**src/rtl/id_ex_stage.sv**
```systemverilog
// ID/EX pipeline register for the 16-bit core.
// Forwards ALU operands from MEM/WB and raises load-use stalls.
module id_ex_stage #(
  parameter int DW = 16,
  parameter int RW = 3
) (
  input  logic          clk,
  input  logic          rst_n,
  input  logic          stall,
  input  logic          flush,
  input  logic          id_valid,
  input  logic [RW-1:0] id_rs1,
  input  logic [RW-1:0] id_rs2,
  input  logic          id_use_rs1,
  input  logic          id_use_rs2,
  input  logic [DW-1:0] id_rd1,
  input  logic [DW-1:0] id_rd2,
  input  logic [DW-1:0] id_imm,
  input  logic          id_use_imm,
  input  logic [3:0]    id_aluc,
  input  logic [1:0]    id_alub,
  input  logic          id_unsig,
  input  logic [RW-1:0] id_rd,
  input  logic          id_reg_write,
  input  logic          id_mem_read,
  input  logic          id_mem_write,
  input  logic [RW-1:0] mem_fwd_rd,
  input  logic          mem_fwd_we,
  input  logic [DW-1:0] mem_fwd_data,
  input  logic [RW-1:0] wb_fwd_rd,
  input  logic          wb_fwd_we,
  input  logic [DW-1:0] wb_fwd_data,
  output logic          hazard_stall,
  output logic          ex_valid,
  output logic [DW-1:0] ex_a,
  output logic [DW-1:0] ex_b,
  output logic [DW-1:0] ex_store_data,
  output logic [DW-1:0] ex_imm,
  output logic [3:0]    ex_aluc,
  output logic [1:0]    ex_alub,
  output logic          ex_unsig,
  output logic [RW-1:0] ex_rd,
  output logic          ex_reg_write,
  output logic          ex_mem_read,
  output logic          ex_mem_write
);

  logic          valid_q;
  logic [RW-1:0] rs1_q;
  logic [RW-1:0] rs2_q;
  logic [DW-1:0] rd1_q;
  logic [DW-1:0] rd2_q;
  logic [DW-1:0] imm_q;
  logic          use_imm_q;
  logic [3:0]    aluc_q;
  logic [1:0]    alub_q;
  logic          unsig_q;
  logic [RW-1:0] rd_q;
  logic          rw_q;
  logic          mr_q;
  logic          mw_q;

  logic          hit1;
  logic          hit2;
  logic          bubble;
  logic [DW-1:0] op1;
  logic [DW-1:0] op2;

  assign hit1 = id_use_rs1 & (id_rs1 == rd_q);
  assign hit2 = id_use_rs2 & (id_rs2 == rd_q);

  assign hazard_stall = ~flush & id_valid & valid_q & mr_q
                      & (rd_q != '0) & (hit1 | hit2);

  assign bubble = flush | hazard_stall;

  // Pipeline register: reset > stall > bubble > load
  always_ff @(posedge clk) begin
    if (!rst_n || (!stall && bubble)) begin
      valid_q   <= 1'b0;
      rs1_q     <= '0;
      rs2_q     <= '0;
      rd1_q     <= '0;
      rd2_q     <= '0;
      imm_q     <= '0;
      use_imm_q <= 1'b0;
      aluc_q    <= '0;
      alub_q    <= '0;
      unsig_q   <= 1'b0;
      rd_q      <= '0;
      rw_q      <= 1'b0;
      mr_q      <= 1'b0;
      mw_q      <= 1'b0;
    end else if (!stall) begin
      valid_q   <= id_valid;
      rs1_q     <= id_rs1;
      rs2_q     <= id_rs2;
      rd1_q     <= id_rd1;
      rd2_q     <= id_rd2;
      imm_q     <= id_imm;
      use_imm_q <= id_use_imm;
      aluc_q    <= id_aluc;
      alub_q    <= id_alub;
      unsig_q   <= id_unsig;
      rd_q      <= id_rd;
      rw_q      <= id_reg_write;
      mr_q      <= id_mem_read;
      mw_q      <= id_mem_write;
    end
  end

  // Operand resolve: r0, then MEM, then WB, then file data
  always_comb begin
    op1 = rd1_q;
    if (rs1_q == '0)
      op1 = '0;
    else if (mem_fwd_we && mem_fwd_rd == rs1_q)
      op1 = mem_fwd_data;
    else if (wb_fwd_we && wb_fwd_rd == rs1_q)
      op1 = wb_fwd_data;
  end

  // Same resolve for rs2
  always_comb begin
    op2 = rd2_q;
    if (rs2_q == '0)
      op2 = '0;
    else if (mem_fwd_we && mem_fwd_rd == rs2_q)
      op2 = mem_fwd_data;
    else if (wb_fwd_we && wb_fwd_rd == rs2_q)
      op2 = wb_fwd_data;
  end

  assign ex_valid      = valid_q;
  assign ex_a          = op1;
  assign ex_store_data = op2;
  assign ex_b          = use_imm_q ? imm_q : op2;
  assign ex_imm        = imm_q;
  assign ex_aluc       = aluc_q;
  assign ex_alub       = alub_q;
  assign ex_unsig      = unsig_q;
  assign ex_rd         = rd_q;
  assign ex_reg_write  = rw_q & valid_q;
  assign ex_mem_read   = mr_q & valid_q;
  assign ex_mem_write  = mw_q & valid_q;

endmodule

```
**config.mk**
```make
export PLATFORM = sky130hd
export DESIGN_NAME = id_ex_stage
export DESIGN_NICKNAME = d
export VERILOG_FILES = /design/src/rtl/id_ex_stage.sv
export SDC_FILE = /design/constraint.sdc
export NUM_CORES = 1
export LEC_CHECK = 0
export BUFFER_PORTS_ARGS = -buffer_cell sky130_fd_sc_hd__clkbuf_2
export CAP_MARGIN = 25
export CORE_AREA = 2 2 92 94
export CTS_CLUSTER_SIZE = 10
export DETAILED_ROUTE_END_ITERATION = 7
export DIE_AREA = 0 0 94 96
export PLACE_DENSITY_LB_ADDON = 0.25
export SETUP_SLACK_MARGIN = 0.05
export SYNTH_ARGS = -nofsm -noshare
export SYNTH_HDL_FRONTEND = slang
export SYNTH_SLANG_ARGS = --single-unit
export TNS_END_PERCENT = 5
```
**constraint.sdc**
```tcl
create_clock -name clk -period 2.3 [get_ports clk]
set_input_delay 0.115 -clock clk [delete_from_list [all_inputs] [get_ports clk]]
set_output_delay 0.115 -clock clk [all_outputs]
set_load 0.02 [all_outputs]
```
==> impl_metrics.csv <==
group,metric,value,unit
yosys,syn_nets,492,
placement,dp.cells,646,
timing,fin_crit,2.28,ns
placement,place_area,0.00458,sq mm
yosys,synth_common_cells,"a32o_1, dfxtp_1, clkbuf_1, nand2_1, nor2_1",
global_route,grt_pass1_vias,3658,
critical_path,path_class,"reg -> out",
yosys,yosys_warnings,0,
clock_network,clockBufferDepth,2,
power_and_ir_drop,irDropWorstVdd,0.431,mV
critical_path,cp-start-kind,"register",
drt,ant_nets,0,
critical_path,critPathRequiredTime,2.18,ns
yosys,synthCells,377,
clock_network,clkSinkCount,69,
final_layout,nets,670,
yosys,ys.flop_type,"dfxtp_1",
drt,num_vias,3977,
final_layout,final_cell_area,0.00508,sq mm
yosys,synth.distinct_cells,27,
floorplanning,dieArea,0.00902,sq mm
floorplanning,die_w,94,um
timing,setup_viol,0,
global_route,grt-ovfl-total,0,
final_layout,post_route_cells_drive_above_1_share,47.0,%
final_layout,final_cells,665,
timing,holdWs,0.0182,ns
drt,drt-vias-per-instance,5.98,
drt,first_iter_violations,187,
floorplanning,die_h,96,um
status,outcome,"complete, no violations",
timing,skew,0.00825,ns
yosys,syn_area_per_cell,9.32,sq um
yosys,synth_edf_count,0,
yosys,ys_seq_area_share,39.3,%
clock_network,root_buffer,"clkbuf_8",
timing,slew-limit-headroom,41.7,%
global_route,grt_first_pass_wirelength,19000,um
global_route,grt_max_degree,70,
clock_network,path_clk_slew,0.07,ns
floorplanning,core,0.00805,sq mm
power_and_ir_drop,pwr_density_cell,581,mW/mm^2
timing,period_share,99.0,%
placement,dp_hpwl,9220,um
clock_network,insertion_delay,0.33,ns
timing,tightest_slew,0.875,ns
floorplanning,fp-row-count,33,
yosys,synth.area.top_cells,"dfxtp_1, a32o_1, a211oi_1, mux2i_1, clkbuf_1",
clock_network,cts_made_buffers,9,
timing,rsz0062_at_grt,"yes",
final_layout,n_antenna_cell,0,
drt,drc,0,
timing,clock.fmax,439,MHz
yosys,ys_seq_elements,69,
floorplanning,start_util,43.7,%
floorplanning,ios,194,
drt,wl,12600,um
critical_path,end_kind,"output pin",
drt,wl_per_cell,19.0,um
placement,gp_congestion,0.801,
global_route,grt_usage,26.9,%
power_and_ir_drop,leakagePower,0.00224,uW
timing,final_max_slew_viol_count,0,
timing,fin_setup_tns,0,ns
hold_path,hold_path_class,"in -> reg",
yosys,yosys.area.top_type,"dfxtp_1",
clock_network,cts_tree,"yes",
yosys,synth_async_sr_flop_share,0,%
run,drv_cap,0,
yosys,yosys.area.top_type_share,39.3,%
critical_path,crit_arrival,2.16,ns
yosys,synth_area,0.00351,sq mm
final_layout,synthToLayoutAreaGrowth,44.6,%
placement,io_buffers,193,
global_route,antenna_found_initial,0,
clock_network,htreeDepth,3,
timing,final-hold-violation-count,0,
drt,firstDrtPassIters,5,
critical_path,cp_max_fo,8,
==> registers in the layout (all words and copies together) (netlist names), 2 cells and up <==
signal,count
ex_imm,16
rd2_q,16
ex_alub,2
rd1_q,16
rs2_q,3
rs1_q,3
ex_rd,3
ex_aluc,4
==> cell type report <==
type                    count  area, sq um
clock buffers              12          135
clock inverters             4         72.6
inverters                   1         3.75
flip-flops and latches     69         1390
well taps                 105          131
fillers                   715         2970
multi-input cells         264         2170
repair buffers            210         1180
==> what timing repair did <==
action / 4_1_cts / 5_1_grt
resized for setup: 28 / 48
buffers inserted: 1 / 0
pin swaps: 6 / 8
endpoints found under the hold margin: 0 / 0
setup endpoints to repair: 32 / 37
hold buffers: 0 / 0
cloned: 1 / 0
==> worst max-delay path, cell delays in order (launching register included) <==
cell and delay, ns:
dfxtp_2 0.35, xor2_2 0.15, or4b_4 0.60, buf_12 0.19, a211oi_4 0.26, nor2_1 0.10
buf_2 0.18
==> cells in the final DEF, fill, tap and decap left out, types with 2 or more instances in the layout <==
master,netlist,routed
a211oi_1,22,16
a211oi_2,10,5
a211oi_4,0,11
a32o_1,69,69
and2_1,4,3
buf_12,0,3
buf_2,2,14
buf_4,1,21
bufinv_16,0,2
clkbuf_1,38,3
clkbuf_2,0,169
clkbuf_8,0,9
dfxtp_1,69,63
dfxtp_2,0,6
mux2i_1,16,16
nand2_1,32,32
nand4_1,5,5
nor2_1,32,32
nor4_1,16,5
nor4_2,0,11
o21ai_0,16,16
o31ai_1,16,15
xnor2_1,15,15
xor2_1,3,2
==> power breakdown <==
part / internal, uW / switching, uW
clock: 611 / 452
combinational: 259 / 351
sequential: 1240 / 38.6
==> routing by layer <==
layer | global-route usage (%) | share of wire, % | vias to the layer above
li1 | - | - | 1836
met1 | 37.3 | 44 | 1946
met2 | 42.9 | 47 | 183
met3 | 5.17 | 7.8 | 12
met4 | 7.61 | 0.92 | 0
met5 | 0 | 0 | -
==> per-stage QoR <==
stage,power [uW],utilization [%],worst slack (ns)
after floorplan,1610,-,0.302
after global placement,1840,56.9,0.293
after detailed placement,1850,56.9,0.279
after CTS,2940,61.4,0.0197
after global routing,3070,63.1,-0.0608
final,2950,63.1,0.0235
==> cells by family (layout without fill, tap and decap cells) <==
group	after synthesis	count (layout)	share of synthesized area, %
flops	69	69	39.3
buf+inv	44	227	5.09
simple gates	96	96	12.7
compound gates	134	134	33.9
mux	16	16	4.56
xor+xnor	18	18	4.49
==> final timing paths <==
kind                         start                      end  slack, ns  cells after the start
min                     id_alub[0]  ex_alub[0]$_SDFFE_PP0N_       0.02                      2
min reg2reg      mr_q$_SDFFE_PP0N_        mr_q$_SDFFE_PP0N_       0.47                      1
max          rs2_q[2]$_SDFFE_PP0N_        ex_store_data[12]       0.02                      6
max reg2reg  ex_rd[1]$_SDFFE_PP0N_        rw_q$_SDFFE_PP0N_       0.45                      5
(Power assumes the default switching activity.)
